File: src/rtl/generador_tablero.sv
// Pixel renderer for side-by-side battleship boards: cell-state memory with a clear
// sequencer, blinking cursor and a two-stage pixel pipeline (coordinates in, RGB out).
module generador_tablero #(
   parameter int H_RES        = 640,
   parameter int V_RES        = 480,
   parameter int TABLEROS     = 2,
   parameter int FILAS        = 5,
   parameter int COLS         = 5,
   parameter int ANCHO        = 5,
   parameter int BLINK_FRAMES = 30,
   localparam int TW = (TABLEROS > 1) ? $clog2(TABLEROS) : 1,
   localparam int FW = (FILAS > 1) ? $clog2(FILAS) : 1,
   localparam int CLW = (COLS > 1) ? $clog2(COLS) : 1
) (
   input  logic           clk,
   input  logic           rst,
   input  logic [9:0]     x,
   input  logic [9:0]     y,
   input  logic           pix_valid,
   input  logic           frame_start,
   input  logic           clr,
   input  logic           wr_valid,
   output logic           wr_ready,
   input  logic [TW-1:0]  wr_tablero,
   input  logic [FW-1:0]  wr_fila,
   input  logic [CLW-1:0] wr_col,
   input  logic [1:0]     wr_estado,
   input  logic           cursor_en,
   input  logic [TW-1:0]  cursor_tablero,
   input  logic [FW-1:0]  cursor_fila,
   input  logic [CLW-1:0] cursor_col,
   output logic [7:0]     red,
   output logic [7:0]     green,
   output logic [7:0]     blue,
   output logic           rgb_valid
);

   localparam int SW      = H_RES / TABLEROS;
   localparam int CW      = (SW - ANCHO) / COLS;
   localparam int CH      = (V_RES - ANCHO) / FILAS;
   localparam int NCELDAS = TABLEROS * FILAS * COLS;
   localparam int AW      = (NCELDAS > 1) ? $clog2(NCELDAS) : 1;
   localparam int CNTW    = (BLINK_FRAMES > 1) ? $clog2(BLINK_FRAMES) : 1;

   typedef enum logic {CLEAR, IDLE} fsm_t;

   fsm_t            fsm;
   logic [AW-1:0]   clr_idx;
   logic [1:0]      mem [NCELDAS];

   logic [CNTW-1:0] cnt;
   logic            fase;

   logic [31:0]     b_c, xl_c, col_c, row_c;
   logic            fuera_c, linea_c, cursor_c;
   logic [AW-1:0]   addr_c;
   logic [AW-1:0]   wr_addr;
   logic            wr_rango;

   logic            v1, fuera1, linea1, cur1;
   logic [1:0]      estado1;

   always_comb begin
      b_c      = 32'(x) / 32'(SW);
      xl_c     = 32'(x) - b_c * 32'(SW);
      col_c    = xl_c / 32'(CW);
      row_c    = 32'(y) / 32'(CH);
      fuera_c  = (b_c >= 32'(TABLEROS)) || (col_c >= 32'(COLS)) || (row_c >= 32'(FILAS));
      linea_c  = ((xl_c % 32'(CW)) < 32'(ANCHO)) || ((32'(y) % 32'(CH)) < 32'(ANCHO));
      addr_c   = AW'((b_c * 32'(FILAS) + row_c) * 32'(COLS) + col_c);
      cursor_c = cursor_en && fase && (b_c == 32'(cursor_tablero)) &&
                 (row_c == 32'(cursor_fila)) && (col_c == 32'(cursor_col));
      wr_rango = (32'(wr_tablero) < 32'(TABLEROS)) && (32'(wr_fila) < 32'(FILAS)) &&
                 (32'(wr_col) < 32'(COLS));
      wr_addr  = AW'((32'(wr_tablero) * 32'(FILAS) + 32'(wr_fila)) * 32'(COLS) + 32'(wr_col));
   end

   // Clear sequencer: one entry per cycle; clr at any time restarts from entry 0.
   always_ff @(posedge clk) begin
      if (rst) begin
         fsm      <= CLEAR;
         clr_idx  <= '0;
         wr_ready <= 1'b0;
      end else begin
         case (fsm)
            CLEAR: begin
               if (clr) begin
                  clr_idx <= '0;
               end else if (clr_idx == AW'(NCELDAS - 1)) begin
                  fsm      <= IDLE;
                  wr_ready <= 1'b1;
                  clr_idx  <= '0;
               end else begin
                  clr_idx <= clr_idx + AW'(1);
               end
            end
            default: begin
               if (clr) begin
                  fsm      <= CLEAR;
                  wr_ready <= 1'b0;
                  clr_idx  <= '0;
               end
            end
         endcase
      end
   end

   always_ff @(posedge clk) begin
      if (fsm == CLEAR) begin
         mem[clr_idx] <= 2'd0;
      end else if (wr_valid && wr_ready && wr_rango) begin
         mem[wr_addr] <= wr_estado;
      end
   end

   always_ff @(posedge clk) begin
      if (rst) begin
         cnt  <= '0;
         fase <= 1'b1;
      end else if (frame_start) begin
         if (cnt == CNTW'(BLINK_FRAMES - 1)) begin
            cnt  <= '0;
            fase <= ~fase;
         end else begin
            cnt <= cnt + CNTW'(1);
         end
      end
   end

   // Stage 1 reads the memory before any same-cycle write lands, so pixels see the old state.
   always_ff @(posedge clk) begin
      if (rst) begin
         v1      <= 1'b0;
         fuera1  <= 1'b0;
         linea1  <= 1'b0;
         cur1    <= 1'b0;
         estado1 <= 2'd0;
      end else begin
         v1      <= pix_valid;
         fuera1  <= fuera_c;
         linea1  <= linea_c;
         cur1    <= cursor_c;
         estado1 <= fuera_c ? 2'd0 : mem[addr_c];
      end
   end

   always_ff @(posedge clk) begin
      if (rst || !v1) begin
         rgb_valid <= 1'b0;
         red       <= 8'h00;
         green     <= 8'h00;
         blue      <= 8'h00;
      end else begin
         rgb_valid <= 1'b1;
         if (fuera1 || linea1) begin
            {red, green, blue} <= 24'h000000;
         end else if (cur1) begin
            {red, green, blue} <= 24'hFFFFFF;
         end else begin
            case (estado1)
               2'd0:    {red, green, blue} <= 24'h0000FF;
               2'd1:    {red, green, blue} <= 24'hFF0000;
               2'd2:    {red, green, blue} <= 24'h00FF00;
               default: {red, green, blue} <= 24'h808080;
            endcase
         end
      end
   end

endmodule
File: config.mk
export PLATFORM = sky130hd
export DESIGN_NAME = generador_tablero
export DESIGN_NICKNAME = d
export VERILOG_FILES = /design/src/rtl/generador_tablero.sv
export SDC_FILE = /design/constraint.sdc
export NUM_CORES = 1
export LEC_CHECK = 0
export CELL_PAD_IN_SITES_DETAIL_PLACEMENT = 1
export CELL_PAD_IN_SITES_GLOBAL_PLACEMENT = 1
export CORE_AREA = 2 2 241 148
export CTS_CLUSTER_SIZE = 24
export DETAILED_ROUTE_END_ITERATION = 6
export DIE_AREA = 0 0 243 150
export PLACE_DENSITY = 0.56
export SLEW_MARGIN = 20
export SYNTH_ARGS = -nofsm -noshare
export SYNTH_HDL_FRONTEND = slang
export SYNTH_SLANG_ARGS = --single-unit
File: constraint.sdc
create_clock -name clk -period 14.1 [get_ports clk]
set_clock_uncertainty 0.05 [all_clocks]
set_input_delay 2.82 -clock clk [delete_from_list [all_inputs] [get_ports clk]]
set_output_delay 2.82 -clock clk [all_outputs]
set_load 0.1 [all_outputs]
==> results by group <==
STA
  • Rel. slew slack: 30.8%
  • Min Clock Period, post-route: 13.72 ns
  • Final worst setup slack: 0.378 ns
  • Final Hold Vio Count: 0
  • # setup viols final: 0
  • Pin slew with the least headroom to its limit: 1.03 ns
  • Fmax: 0.0729 GHz
  • Pins Over Slew Limit: 0
  • Tcrit/Tclk final: 97.3%

Logic synthesis
  • Distinct cells, synth: 104
  • Post-synthesis cell count: 1022
  • Primary FF master, synth: edfxtp_1
  • FF+latch count, synth: 127
  • Syn_nets: 1124
  • Number of synthesized flops with an enable pin: 100
  • Yosys Warn Count: 0
  • Asr flop ratio synth: 0%
  • Sequential share of the synthesized area: 34.9%
  • Avg Synthesized Cell Area: 9.93 um2
  • Synthesized area: 10100 um2

Detailed routing
  • Vias per cell: 5.26
  • DR pass1 iterations: 4
  • Routed Antenna Nets: 0
  • Initial drt markers: 521
  • DRC: 0
  • Wirelength per Cell: 19.6 um
  • Final WL: 34000 um
  • DR vias: 9118

Placement
  • Global placer's final weighted congestion: 0.842
  • Port Buf Inserts: 68
  • Post-placement cell area: 12500 um2
  • Detail Placement HPWL: 27000 um
  • Pre-CTS setup slack: -0.549 ns

Global routing
  • Number of global-route vias before repair: 9278
  • Gr ovfl total: 0
  • Global-route wire length before repair: 53300 um
  • Pin count of the biggest net entering global routing: 51
  • Gr usage total: 18.5%
  • Initial antenna violation count: 0

Final layout
  • Commonest cells after routing, fill and taps aside: buf_4 (190), nor2_1 (101), edfxtp_1 (100)
  • Commonest non-fill, non-tap cell in the layout: buf_4
  • Area Growth Syn to Fin: 33.8%
  • Share of cells above drive strength 1: 28.8%
  • Diode count: 0
  • Fin nets: 1355
  • Fillers: 3922
  • Design area: 13600 um2

Clock network
  • Clk slew on worst S/H paths: 0.06 ns
  • Worst-case clock buffer depth: 2
  • CTS tree: done
  • H-Tree Depth: 4
  • Root Buffer Master: clkbuf_16
  • Inserted Clock Buffers: 17
  • Worst-Skew Late Latency: 0.41 ns
  • Clock sinks: 127

Worst setup path
  • CP Capture Type: flip-flop
  • Req. time, crit path: 14.30 ns
  • CP max FO: 5
  • Most used cell, CP: ha_2
  • Worst stage delay on the critical path: 0.54 ns
  • Critical path data arrival time: 13.93 ns
  • Critical-path top delay cell: or4_4
  • Critical Path Source Type: input port
  • Kind of critical path: input port to flip-flop
  • CP delay by family, top: compound AO/OA/AOI/OAI gates
  • Buf+Inv Stages, Crit Path: 5

Floorplanning
  • Die extent in x: 243 um
  • Cell row count: 53
  • Starting Density: 29.5%
  • Core Footprint: 34400 um2
  • # IOs: 69
  • Die Span Y: 150 um
  • Die ar.: 36500 um2

Min path
  • Hold Crit Class: flip-flop to flip-flop

Job
  • Max_cap viols: 0

Power
  • Worst vdd ir: 204 uV
  • Pwr dens: 258 nW/um2
  • Static leakage: 5.14 nW

Run status
  • Status: finished, final reports clean
## Yosys cell counts, types with 5 or more instances
library cell	n	area, um2
mux4_2	30	676
xnor2_1	31	272
a31o_2	6	52.6
fa_1	7	140
nand2b_1	13	81.3
o21a_1	16	120
a21boi_0	5	37.5
nor2b_1	12	75.1
a21o_1	23	173
o211a_1	5	50.1
buf_6	5	56.3
o21ai_0	35	175
nor3b_1	6	45.0
xor2_1	29	254
nand3_1	28	140
edfxtp_1	100	3000
or3_1	10	62.6
nand2_1	67	251
buf_4	21	158
inv_1	39	146
o31ai_1	9	67.6
o211ai_1	14	105
mux2i_1	12	120
and3_1	18	113
a211oi_1	11	82.6
a21oi_1	47	235
and2_1	15	93.8
nor3_1	25	125
o21ai_1	5	25.0
dfxtp_1	27	541
ha_1	52	651
clkbuf_1	24	90.1
o2111ai_1	5	43.8
a31oi_1	14	87.6
mux2_2	6	67.6
or2_2	8	50.1
nand4_1	11	68.8
nor2_1	103	387
nor4_1	5	31.3
a211o_1	9	78.8
o22ai_1	9	56.3
## stage by stage
stage | util [%] | power, mW | instances | TNS (ns) | hold WS (ns)
after global routing | 39.5 | 3.75 | 1733 | -0.146 | 0.459
after detailed placement | 36.5 | 2.79 | 1684 | -1.07 | 0.420
after CTS | 38.3 | 3.24 | 1716 | 0 | 0.428
final | 39.5 | 3.51 | 1733 | 0 | 0.419
after floorplan | - | 1.91 | 1022 | 0 | 0.389
after global placement | 36.5 | 2.74 | 1684 | -0.627 | 0.426
## layer usage
layer	global-route usage, %	part of all wire (%)
met2	27.7	43
met5	0	0
met3	1.69	2.0
met4	2.61	0.58
met1	29.2	55
## worst paths after layout
check	from	cells past startpoint	end	slack, ns
worst max-delay path	x[7]	50	estado1[1]	0.38
worst min-delay path	v1	1	rgb_valid	0.42
worst max register to register	fsm	6	mem[22][0]	11.22
worst min register to register	v1	1	rgb_valid	0.42
## cells by family (layout without fill, tap and decap cells)
family / after synthesis / count (layout) / share of synthesized area (%)
AND/OR/NAND/NOR: 344 / 344 / 17.1
AO/OA/AOI/OAI: 284 / 284 / 21.1
flip-flops: 127 / 127 / 34.9
buffers and inverters: 95 / 339 / 4.70
adder cells (fa/ha/maj): 62 / 62 / 8.10
XOR/XNOR: 61 / 61 / 5.40
multiplexers: 49 / 49 / 8.66
## what timing repair did
item | in CTS | in global routing
hold buffers | 0 | 0
pin swaps | 2 | 36
resized for setup | 10 | 57
setup buffers | 0 | 16
gates cloned | 0 | 1
setup endpoints to repair | 2 | 2
## registers in the layout, summed over array words and instances (netlist names)
| signal | count |
|---|---|
| rgb_valid | 1 |
| v1 | 1 |
| red | 2 |
| mem | 100 |
| linea1 | 1 |
| cnt | 5 |
| clr_idx | 6 |
| fase | 1 |
| wr_ready | 1 |
| estado1 | 2 |
| cur1 | 1 |
| fsm | 1 |
| fuera1 | 1 |
| green | 2 |
| blue | 2 |
## cell type report
cell class / count / area [um2] / share of cell area (%)
sequential: 127 / 3540 / 26.1
inverter: 41 / 155 / 1.14
clock buffer: 20 / 479 / 3.53
clock inverter: 12 / 93.8 / 0.691
multi-input combinational: 800 / 6470 / 47.6
tap: 467 / 584 / 4.31
timing repair buffer: 266 / 2250 / 16.6
## worst register-to-register path: cells and delay by family (launching register included)
family             cells  cell delay [ns]
and+or+nand+nor        5             1.50
AOI/OAI and AO/OA      1             0.39
DFF                    1             0.61
## power by group
part / internal (mW) / switching (mW) / leakage (nW)
Combinational: 1.38 / 1.30 / 3.71
Clock: 0.249 / 0.168 / 0.288
Sequential: 0.402 / 0.00268 / 1.14
Note: power is estimated with default switching activity, not from simulation.
